File: src/rtl/ps2_pkg.sv
// PS/2 keyboard shared definitions: frame states, set-2 prefix bytes and the
// scancode-to-key-code translation table used by ps2_keyb_rx.
package ps2_pkg;

    typedef enum logic [1:0] {
        IDLE   = 2'd0,
        DATA   = 2'd1,
        PARITY = 2'd2,
        STOP   = 2'd3
    } frame_state_e;

    localparam logic [7:0] SC_EXT = 8'hE0;
    localparam logic [7:0] SC_BRK = 8'hF0;

    // Key codes for non-printing extended keys
    localparam logic [7:0] KEY_UP    = 8'h80;
    localparam logic [7:0] KEY_DOWN  = 8'h81;
    localparam logic [7:0] KEY_LEFT  = 8'h82;
    localparam logic [7:0] KEY_RIGHT = 8'h83;

    // {extended, scancode} -> key code; 8'h00 means unmapped
    function automatic logic [7:0] scan2ascii(input logic [8:0] code);
        logic [7:0] key;
        key = 8'h00;
        case (code)
            9'h01C: key = 8'h41;  9'h032: key = 8'h42;  9'h021: key = 8'h43;
            9'h023: key = 8'h44;  9'h024: key = 8'h45;  9'h02B: key = 8'h46;
            9'h034: key = 8'h47;  9'h033: key = 8'h48;  9'h043: key = 8'h49;
            9'h03B: key = 8'h4A;  9'h042: key = 8'h4B;  9'h04B: key = 8'h4C;
            9'h03A: key = 8'h4D;  9'h031: key = 8'h4E;  9'h044: key = 8'h4F;
            9'h04D: key = 8'h50;  9'h015: key = 8'h51;  9'h02D: key = 8'h52;
            9'h01B: key = 8'h53;  9'h02C: key = 8'h54;  9'h03C: key = 8'h55;
            9'h02A: key = 8'h56;  9'h01D: key = 8'h57;  9'h022: key = 8'h58;
            9'h035: key = 8'h59;  9'h01A: key = 8'h5A;
            9'h045: key = 8'h30;  9'h016: key = 8'h31;  9'h01E: key = 8'h32;
            9'h026: key = 8'h33;  9'h025: key = 8'h34;  9'h02E: key = 8'h35;
            9'h036: key = 8'h36;  9'h03D: key = 8'h37;  9'h03E: key = 8'h38;
            9'h046: key = 8'h39;
            9'h05A: key = 8'h0D;  9'h029: key = 8'h20;  9'h066: key = 8'h08;
            9'h076: key = 8'h1B;
            9'h175: key = KEY_UP;    9'h172: key = KEY_DOWN;
            9'h16B: key = KEY_LEFT;  9'h174: key = KEY_RIGHT;
            default: key = 8'h00;
        endcase
        return key;
    endfunction

endpackage

File: src/rtl/ps2_frame_rx.sv
// PS/2 device-to-host frame receiver: synchronises and filters the raw pins,
// runs the 11-bit frame FSM on filtered falling clock edges, aborts stalled frames.
// Ports: clk_i, res_n_i (async active-low), ps2_clk_i/ps2_data_i (raw pins),
//        byte_v/byte_o (1-cycle strobe + received byte), err (1-cycle error pulse).
module ps2_frame_rx
    import ps2_pkg::*;
#(
    parameter int unsigned SYNC_STAGES = 2,
    parameter int unsigned FILT_LEN    = 8,
    parameter int unsigned TIMEOUT_CYC = 50000
) (
    input  logic       clk_i,
    input  logic       res_n_i,
    input  logic       ps2_clk_i,
    input  logic       ps2_data_i,
    output logic       byte_v,
    output logic [7:0] byte_o,
    output logic       err
);
    localparam int unsigned FILT_W = (FILT_LEN > 1) ? $clog2(FILT_LEN) : 1;
    localparam int unsigned TO_W   = $clog2(TIMEOUT_CYC + 1);

    logic [SYNC_STAGES-1:0] clk_sync, data_sync;
    logic                   clk_s;
    logic                   clk_filt;
    logic [FILT_W-1:0]      filt_cnt;
    logic                   fe;
    logic                   data_s;

    frame_state_e           state_q, state_d;
    logic [2:0]             bit_cnt_q;
    logic [7:0]             shreg_q;
    logic                   par_q;
    logic [TO_W-1:0]        to_cnt_q;
    logic                   timeout_c;
    logic                   byte_v_d, err_d;

    // Pin synchronisers; idle bus level is high
    always_ff @(posedge clk_i or negedge res_n_i) begin
        if (!res_n_i) begin
            clk_sync  <= '1;
            data_sync <= '1;
        end else begin
            clk_sync  <= {clk_sync[SYNC_STAGES-2:0], ps2_clk_i};
            data_sync <= {data_sync[SYNC_STAGES-2:0], ps2_data_i};
        end
    end

    assign clk_s = clk_sync[SYNC_STAGES-1];

    // Clock glitch filter; data is captured together with the falling-edge strobe
    always_ff @(posedge clk_i or negedge res_n_i) begin
        if (!res_n_i) begin
            clk_filt <= 1'b1;
            filt_cnt <= '0;
            fe       <= 1'b0;
            data_s   <= 1'b1;
        end else begin
            fe <= 1'b0;
            if (clk_s == clk_filt) begin
                filt_cnt <= '0;
            end else if (filt_cnt == FILT_W'(FILT_LEN - 1)) begin
                filt_cnt <= '0;
                clk_filt <= clk_s;
                fe       <= clk_filt;
                data_s   <= data_sync[SYNC_STAGES-1];
            end else begin
                filt_cnt <= filt_cnt + FILT_W'(1);
            end
        end
    end

    assign timeout_c = (state_q != IDLE) && !fe && (to_cnt_q == TO_W'(TIMEOUT_CYC - 1));

    // State register
    always_ff @(posedge clk_i or negedge res_n_i) begin
        if (!res_n_i) state_q <= IDLE;
        else          state_q <= state_d;
    end

    // Next state
    always_comb begin
        state_d = state_q;
        if (timeout_c) begin
            state_d = IDLE;
        end else if (fe) begin
            case (state_q)
                IDLE:    if (!data_s) state_d = DATA;
                DATA:    if (bit_cnt_q == 3'd7) state_d = PARITY;
                PARITY:  state_d = STOP;
                STOP:    state_d = IDLE;
                default: state_d = IDLE;
            endcase
        end
    end

    // Frame outputs; a good frame has stop=1 and odd weight over data+parity
    always_comb begin
        byte_v_d = 1'b0;
        err_d    = 1'b0;
        if (timeout_c) begin
            err_d = 1'b1;
        end else if (fe) begin
            case (state_q)
                IDLE: err_d = data_s;
                STOP: begin
                    if (data_s && (^{shreg_q, par_q})) byte_v_d = 1'b1;
                    else                               err_d    = 1'b1;
                end
                default: ;
            endcase
        end
    end

    // Shift register, bit counter, stall counter and registered outputs
    always_ff @(posedge clk_i or negedge res_n_i) begin
        if (!res_n_i) begin
            bit_cnt_q <= '0;
            shreg_q   <= '0;
            par_q     <= 1'b0;
            to_cnt_q  <= '0;
            byte_v    <= 1'b0;
            err       <= 1'b0;
        end else begin
            byte_v   <= byte_v_d;
            err      <= err_d;
            to_cnt_q <= ((state_q == IDLE) || fe) ? '0 : to_cnt_q + TO_W'(1);
            if (fe) begin
                case (state_q)
                    IDLE: bit_cnt_q <= '0;
                    DATA: begin
                        shreg_q   <= {data_s, shreg_q[7:1]};
                        bit_cnt_q <= bit_cnt_q + 3'd1;
                    end
                    PARITY:  par_q <= data_s;
                    default: ;
                endcase
            end
        end
    end

    assign byte_o = shreg_q;

endmodule

File: src/rtl/ps2_keyb_rx.sv
// PS/2 keyboard receiver top: frame reception, E0/F0 prefix tracking,
// set-2 translation and a one-entry holding register with read handshake.
// Ports: clk_i, res_n_i (async active-low), ps2_clk_i/ps2_data_i (raw pins),
//        rx_read_i (consume), rx_data_ready_o, rx_ascii_o[7:0], rx_released_o,
//        rx_extended_o, rx_error_o (pulse), rx_overrun_o (pulse).
module ps2_keyb_rx
    import ps2_pkg::*;
#(
    parameter int unsigned SYNC_STAGES = 2,
    parameter int unsigned FILT_LEN    = 8,
    parameter int unsigned TIMEOUT_CYC = 50000
) (
    input  logic       clk_i,
    input  logic       res_n_i,
    input  logic       ps2_clk_i,
    input  logic       ps2_data_i,
    input  logic       rx_read_i,
    output logic       rx_data_ready_o,
    output logic [7:0] rx_ascii_o,
    output logic       rx_released_o,
    output logic       rx_extended_o,
    output logic       rx_error_o,
    output logic       rx_overrun_o
);
    logic       byte_v;
    logic [7:0] rx_byte;
    logic       frame_err;
    logic       ext_q, brk_q;
    logic       code_c, load_c;
    logic [7:0] ascii_c;

    ps2_frame_rx #(
        .SYNC_STAGES (SYNC_STAGES),
        .FILT_LEN    (FILT_LEN),
        .TIMEOUT_CYC (TIMEOUT_CYC)
    ) u_frame (
        .clk_i      (clk_i),
        .res_n_i    (res_n_i),
        .ps2_clk_i  (ps2_clk_i),
        .ps2_data_i (ps2_data_i),
        .byte_v     (byte_v),
        .byte_o     (rx_byte),
        .err        (frame_err)
    );

    assign code_c  = byte_v && (rx_byte != SC_EXT) && (rx_byte != SC_BRK);
    assign ascii_c = scan2ascii({ext_q, rx_byte});
    assign load_c  = code_c && (ascii_c != 8'h00);

    // Prefix flags: live until the next completed code or any frame error
    always_ff @(posedge clk_i or negedge res_n_i) begin
        if (!res_n_i) begin
            ext_q <= 1'b0;
            brk_q <= 1'b0;
        end else if (frame_err || code_c) begin
            ext_q <= 1'b0;
            brk_q <= 1'b0;
        end else if (byte_v) begin
            if (rx_byte == SC_EXT) ext_q <= 1'b1;
            if (rx_byte == SC_BRK) brk_q <= 1'b1;
        end
    end

    // Holding register; a same-cycle read frees the slot for the incoming code
    always_ff @(posedge clk_i or negedge res_n_i) begin
        if (!res_n_i) begin
            rx_data_ready_o <= 1'b0;
            rx_ascii_o      <= '0;
            rx_released_o   <= 1'b0;
            rx_extended_o   <= 1'b0;
            rx_overrun_o    <= 1'b0;
        end else begin
            rx_overrun_o <= 1'b0;
            if (load_c && rx_data_ready_o && !rx_read_i) begin
                rx_overrun_o <= 1'b1;
            end else if (load_c) begin
                rx_data_ready_o <= 1'b1;
                rx_ascii_o      <= ascii_c;
                rx_released_o   <= brk_q;
                rx_extended_o   <= ext_q;
            end else if (rx_read_i) begin
                rx_data_ready_o <= 1'b0;
            end
        end
    end

    assign rx_error_o = frame_err;

endmodule
File: config.mk
export PLATFORM = sky130hd
export DESIGN_NAME = ps2_keyb_rx
export DESIGN_NICKNAME = d
export VERILOG_FILES = /design/src/rtl/ps2_pkg.sv /design/src/rtl/ps2_frame_rx.sv /design/src/rtl/ps2_keyb_rx.sv
export SDC_FILE = /design/constraint.sdc
export NUM_CORES = 1
export LEC_CHECK = 0
export ABC_AREA = 0
export CAP_MARGIN = 20
export CORE_UTILIZATION = 55
export CTS_BUF_LIST = sky130_fd_sc_hd__clkbuf_8
export DETAILED_ROUTE_END_ITERATION = 10
export HOLD_SLACK_MARGIN = 0.12
export MAX_ROUTING_LAYER = met4
export PLACE_DENSITY = 0.81
export SYNTH_ARGS = -nofsm -noshare
export SYNTH_HDL_FRONTEND = slang
export SYNTH_SLANG_ARGS = --single-unit
File: constraint.sdc
create_clock -name clk_i -period 3.9 [get_ports clk_i]
set_input_delay 0.78 -clock clk_i [delete_from_list [all_inputs] [get_ports clk_i]]
set_output_delay 0.78 -clock clk_i [all_outputs]
set_load 0.01 [all_outputs]
==> Implementation_results.wiki, run 1 <==
{| class="wikitable"
! Metric !! Value
|-
| LEAKAGE || 1.52 nW
|-
| Critical Path End Type || flip-flop
|-
| Post-synth EDFFs || 0
|-
| Cell at the root of the clock tree || clkbuf_8
|-
| Post-detailed-route count of antenna-violating nets || 0
|-
| Largest net degree at the start of global routing || 49
|-
| CTS resizes || 0
|-
| Number of detailed-route iterations in the first pass || 5
|-
| Wire length of the first global-routing pass || 12200 um
|-
| Via count of the first global-routing pass || 2578
|-
| Final-report hold violation count || 0
|-
| Average vias per placed instance || 6.23
|-
| First-iteration detailed-routing DRC count || 287
|-
| Worst Hold Class || reg -> reg
|-
| Measured slew at the worst slew-check pin || 0.885 ns
|-
| Total number of vias || 2820
|-
| Setup slack after placement || 1.10 ns
|-
| # fillers || 534
|-
| Number of standard cells in the layout, taps in and fillers out || 453
|-
| Total power after layout || 985 uW
|-
| Synthesized area || 3570 um^2
|-
| Cell-by-cell trace of the critical path || nor4bb_2, a32oi_2, o32ai_2, nor4_4, nand4b_4, and2_4, mux2_4
|-
| Synth top area cells || dfrtp_1 (35%), dfstp_2 (4.4%), nand2_1 (3.3%), ha_1 (3.2%), nor2_1 (2.9%)
|-
| Antenna diode instance count || 0
|-
| Number of antenna violations at the first check in global routing || 0
|-
| Core ar. || 6100 um^2
|-
| Post-route setup slack || 1.02 ns
|-
| Fraction of layout instances using a drive strength above 1 || 0.135
|-
| Classification of the worst setup path || reg -> reg
|-
| Headroom to the max-slew limit || 0.410
|-
| Sink Count || 56
|-
| Max Transition Viols Final || 0
|-
| Stage delay of the slowest cell on the critical path || 0.90 ns
|-
| Total negative slack || 0 ns
|-
| Later-pin clock latency in the skew report || 0.31 ns
|-
| Number of top-level design ports || 18
|-
| Area taken by flip-flops and latches || 1410 um^2
|-
| Number of library cell types mapped by synthesis || 75
|-
| Synthesized instance count || 370
|-
| DP Cell Count || 444
|-
| Final weighted congestion in routability-driven placement || 0.926
|-
| Area fraction of the dominant cell type after synthesis || 0.351
|-
| Setup crit start kind || flip-flop
|-
| Die extent in y || 82.5 um
|-
| Biggest area consumer among synthesized cells || dfrtp_1
|-
| CP Max Fanout || 27
|-
| WL/cell || 17.0 um
|-
| Pwr dens || 257 nW/um^2
|-
| Critical-path top delay cell || dfrtp_1
|-
| Post-CTS setup buffer count || 0
|-
| Commonest cells after routing, fill and taps aside || dfrtp_1 (50), nand2_1 (31), nor2_1 (28), a21oi_1 (17), clkdlybuf4s50_1 (16)
|-
| Number of nets in the finished design || 391
|-
| Final period util || 0.740
|-
| Top_reg_cell synth || dfrtp_1
|-
| Std cell rows || 28
|-
| RSZ-0062 raised after global routing || no
|-
| Clock transition at the register clock pins on the worst setup and hold paths after CTS || 0.10 ns
|-
| Worst EP required || 4.10 ns
|-
| Async S/R FF share, synth || 1.00
|-
| Global-route total usage across every layer || 0.246
|-
| Number of clock buffers inserted by TritonCTS || 5
|-
| Count of final setup violators || 0
|-
| Fraction of the yosys area taken by sequential cells || 0.395
|-
| Final clock skew || 0.0171 ns
|-
| Min Clock Period, post-route || 2.88 ns
|-
| Synthesized area per cell || 9.64 um^2
|-
| Die width || 82.5 um
|-
| Effective utilization at floorplan || 0.585
|-
| Net count of the mapped netlist || 384
|-
| Final wirelength || 7720 um
|-
| Max rail drop VDD || 0.000202 V
|-
| Fmax || 0.347 GHz
|-
| Number of buffers on the longest clock path || 2
|-
| Total Die Area || 6810 um^2
|-
| Drc violations || 0
|-
| Commonest non-fill, non-tap cell in the layout || dfrtp_1
|-
| Final hold slack || 0.362 ns
|-
| Outcome || complete, no violations
|-
| Max-cap check violation count || 0
|-
| Post-cts hold buffer count || 0
|-
| H-tree depth reported by CTS || 2
|-
| Critical path arrival || 3.09 ns
|-
| Post-synthesis register bit count || 56
|-
| Global-route congestion overflow total || 0
|-
| Synth warn || 0
|-
| Port Buf Inserts || 17
|-
| CTS tree || yes
|-
| HPWL Detailed || 5670 um
|-
| Area added between synthesis and finish || 7.44%
|-
| Multi-input gate area || 1970 um^2
|}
-- layout make-up --
class / instances / area share
Multi-Input combinational cell: 277 / 0.513
Sequential cell: 56 / 0.368
Timing Repair Buffer: 24 / 0.0601
Tap cell: 75 / 0.0245
Clock buffer: 5 / 0.0180
Inverter: 13 / 0.0127
Clock inverter: 3 / 0.00424
-- per-layer routing --
layer  part of all wire  vias to the layer above  routed length, um  track usage
met5                  0                        -                  0            -
li1                   -                     1352                  -            -
met4              0.031                        0                240        0.107
met1               0.44                     1358               3410        0.316
met3              0.050                       22                386       0.0385
met2               0.48                       88               3680        0.385
-- final timing paths --
path                                 startpoint              endpoint  slack (ns)  cells after the start
max                           u_frame.byte_o[3]         rx_ascii_o[2]        1.02                      7
min                        u_frame.data_sync[0]  u_frame.data_sync[1]        0.36                      0
max reg2reg                   u_frame.byte_o[3]         rx_ascii_o[2]        1.02                      7
min reg2reg                u_frame.data_sync[0]  u_frame.data_sync[1]        0.36                      0
max in group asynchronous               res_n_i         rx_ascii_o[6]        2.81                      3
min in group asynchronous               res_n_i     u_frame.byte_o[2]        0.41                      1
-- where the power goes --
part	internal [mW]	switching [mW]	leakage [nW]
clock	0.124	0.177	0.0507
combinational	0.0302	0.0300	0.724
sequential	0.609	0.0162	0.749
total	0.762	0.223	1.52
-- registers in the layout (all words and copies together) (netlist names), 2 cells and up --
signal / count
u_frame.to_cnt_q: 16
rx_ascii_o: 8
u_frame.byte_o: 8
u_frame.bit_cnt_q: 3
u_frame.filt_cnt: 3
u_frame.clk_sync: 2
u_frame.data_sync: 2
u_frame.state_q: 2
-- worst max-delay path: cells and delay by family, from the launching register on --
| kind | cells | cell delay [ns] |
|---|---|---|
| simple gates | 4 | 1.15 |
| mux | 1 | 0.31 |
| flops | 1 | 0.90 |
| compound gates | 2 | 0.43 |
-- Yosys cell counts, types with 6 or more instances --
cell type and number:
nand2_1 31, xor2_1 10, xnor2_1 11, inv_1 13, nand3_1 11, dfrtp_1 50, and2_1 6, nor3_1 13
mux2_2 9, a21oi_1 17, buf_2 9, o21ai_0 14, dfstp_2 6, nor2_1 28, nand2b_1 12, clkbuf_1 6
ha_1 9, and3_1 7
-- stage by stage --
| stage | instance area, um^2 | utilization |
|---|---|---|
| final | 3830 | 0.629 |
| after global routing | 3830 | 0.629 |
| after CTS | 3810 | 0.625 |
| after detailed placement | 3730 | 0.611 |
| after global placement | 3730 | 0.611 |
| after floorplan | 3570 | - |
-- logic make-up after synthesis --
group	share of synthesized area
AOI/OAI and AO/OA	0.150
xor gates and xnor gates	0.0579
adders and majority gates	0.0316
buffers and inverters	0.0540
DFF	0.395
muxes	0.0558
and+or+nand+nor	0.256
Power figures use the tool's default switching activity.
==> inputs of run 2 (changes only) <==
Settings changed: PLACE_DENSITY 0.81 to 0.84.
Clock period 3.9 ns to 2.4 ns, I/O delays scaled along.
==> run 2 against run 1 <==
Net effect: via count up 5.0%; clock skew down 0.0086 ns; clock-buffer cell count unchanged; clock power up 71%; die area unchanged; critical path depth up 1; first-iteration DRC count up 4.9%; worst hold slack worse by 0.20 ns; register-to-register slack worse by 0.93 ns; power up 66%; critical path type unchanged.
==> Implementation_results.wiki, run 2 (synthesized netlist as in run 1, its figures left out) <==
{| class="wikitable"
! Metric !! Value
|-
| Register-to-Register Path Depth || 8
|-
| Register with the most flip-flops || u_frame.to_cnt_q
|-
| CTS tree || yes
|-
| Final-report hold violation count || 0
|-
| Fmax || 0.431 GHz
|-
| Clock transition at the register clock pins on the worst setup and hold paths after CTS || 0.10 ns
|-
| Final clock skew || 0.00855 ns
|-
| Total number of vias || 2961
|-
| CP Max Fanout || 10
|-
| Die extent in y || 82.5 um
|-
| LEAKAGE || 1.68 nW
|-
| Wire length of the first global-routing pass || 13800 um
|-
| Sink Count || 56
|-
| Number of antenna violations at the first check in global routing || 0
|-
| Final core utilization || 0.677
|-
| Final period util || 0.966
|-
| Measured slew at the worst slew-check pin || 0.587 ns
|-
| Classification of the worst setup path || reg -> reg
|-
| Later-pin clock latency in the skew report || 0.31 ns
|-
| WL/cell || 16.9 um
|-
| Number of top-level design ports || 18
|-
| Setup crit start kind || flip-flop
|-
| Number of clock buffers inserted by TritonCTS || 5
|-
| Placed instance area || 3990 um^2
|-
| Port Buf Inserts || 17
|-
| Critical path arrival || 2.52 ns
|-
| Antenna diode instance count || 0
|-
| Register-to-register path setup slack || 0.08 ns
|-
| Min Clock Period, post-route || 2.32 ns
|-
| Pwr dens || 396 nW/um^2
|-
| Post-detailed-route count of antenna-violating nets || 0
|-
| Reg-to-Reg End || rx_ascii_o[2]
|-
| Critical Path End Type || flip-flop
|-
| Cell at the root of the clock tree || clkbuf_8
|-
| Effective utilization at floorplan || 0.585
|-
| Commonest cells after routing, fill and taps aside || dfrtp_1 (42), buf_4 (39), nand2_1 (31), nor2_1 (28), a21oi_1 (17)
|-
| Startpoint of the lowest-slack register-to-register path || u_frame.byte_o[3]
|-
| First-iteration detailed-routing DRC count || 301
|-
| Final weighted congestion in routability-driven placement || 0.988
|-
| Commonest non-fill, non-tap cell in the layout || dfrtp_1
|-
| Count of final setup violators || 0
|-
| Area added between synthesis and finish || 15.6%
|-
| Max reg flops || 16
|-
| Average vias per placed instance || 6.09
|-
| Global-route total usage across every layer || 0.280
|-
| Final wirelength || 8220 um
|-
| Final hold slack || 0.165 ns
|-
| Max rail drop VDD || 0.000525 V
|-
| H-tree depth reported by CTS || 2
|-
| Number of detailed-route iterations in the first pass || 4
|-
| Drc violations || 0
|-
| Fraction of layout instances using a drive strength above 1 || 0.238
|-
| Cell area after layout || 4130 um^2
|-
| Worst EP required || 2.61 ns
|-
| Global-route congestion overflow total || 0
|-
| Headroom to the max-slew limit || 0.608
|-
| HPWL Detailed || 6270 um
|-
| Std cell rows || 28
|-
| Core ar. || 6100 um^2
|-
| Via count of the first global-routing pass || 2863
|-
| Total Die Area || 6810 um^2
|-
| Post-cts hold buffer count || 0
|-
| Number of buffers on the longest clock path || 2
|-
| Outcome || complete, no violations
|-
| Largest net degree at the start of global routing || 32
|-
| Max Transition Viols Final || 0
|-
| Max-cap check violation count || 0
|-
| Die width || 82.5 um
|-
| Worst Hold Class || in -> async
|-
| Number of nets in the finished design || 424
|}
[run 2: worst max-delay path, cell delays in order (launching register included)]
cell,delay [ns]
dfrtp_2,0.45
buf_4,0.18
xnor2_1,0.13
a2111oi_1,0.43
o21ai_1,0.18
and2_1,0.20
nand4b_4,0.10
and2_4,0.23
mux2_4,0.31
[run 2: worst max path at each step]
stage               slack (ns)            end               from
floorplan                 0.14  rx_ascii_o[0]              ext_q
global placement        -0.009  rx_ascii_o[0]  u_frame.byte_o[5]
detailed placement       -0.02  rx_released_o  u_frame.byte_o[5]
CTS                       0.04  rx_ascii_o[2]  u_frame.byte_o[2]
global route            -0.005  rx_released_o              ext_q
finish                    0.08  rx_ascii_o[2]  u_frame.byte_o[3]
[run 2: layout make-up]
class / instances / area, um^2
clock inverters: 3 / 22.5
well taps: 75 / 93.8
flip-flops and latches: 56 / 1420
multi-input cells: 277 / 1990
clock buffers: 5 / 68.8
fillers: 485 / 1970
inverters: 13 / 48.8
repair buffers: 57 / 478
[run 2: repair_timing]
| item | in CTS | in global routing |
|---|---|---|
| endpoints found under the hold margin | 0 | 0 |
| endpoints found under the setup margin | 5 | 6 |
| pin swaps | 0 | 2 |
| gates resized for setup | 1 | 12 |
| gates cloned | 0 | 0 |
| setup buffers | 0 | 1 |
[run 2: where the power goes]
group	internal (mW)	switching, mW
Clock	0.209	0.302
Combinational	0.0489	0.0531
Sequential	0.989	0.0294
[run 2: layer usage]
| layer | track usage | vias to the layer above | wire, um |
|---|---|---|---|
| met5 | - | - | 0 |
| met3 | 0.0538 | 9 | 453 |
| li1 | - | 1435 | - |
| met1 | 0.359 | 1433 | 3650 |
| met4 | 0.0879 | 0 | 99 |
| met2 | 0.447 | 84 | 4010 |
[run 2: through the flow]
step / total power [mW] / instances / setup TNS [ns] / setup slack, ns
after detailed placement: 1.14 / 477 / -0.0689 / -0.0159
after CTS: 1.66 / 485 / 0 / 0.0425
final: 1.63 / 486 / 0 / 0.0820
after global placement: 1.13 / 477 / -0.0454 / -0.00924
after floorplan: 1.09 / 370 / 0 / 0.141
after global routing: 1.71 / 486 / -0.00546 / -0.00503
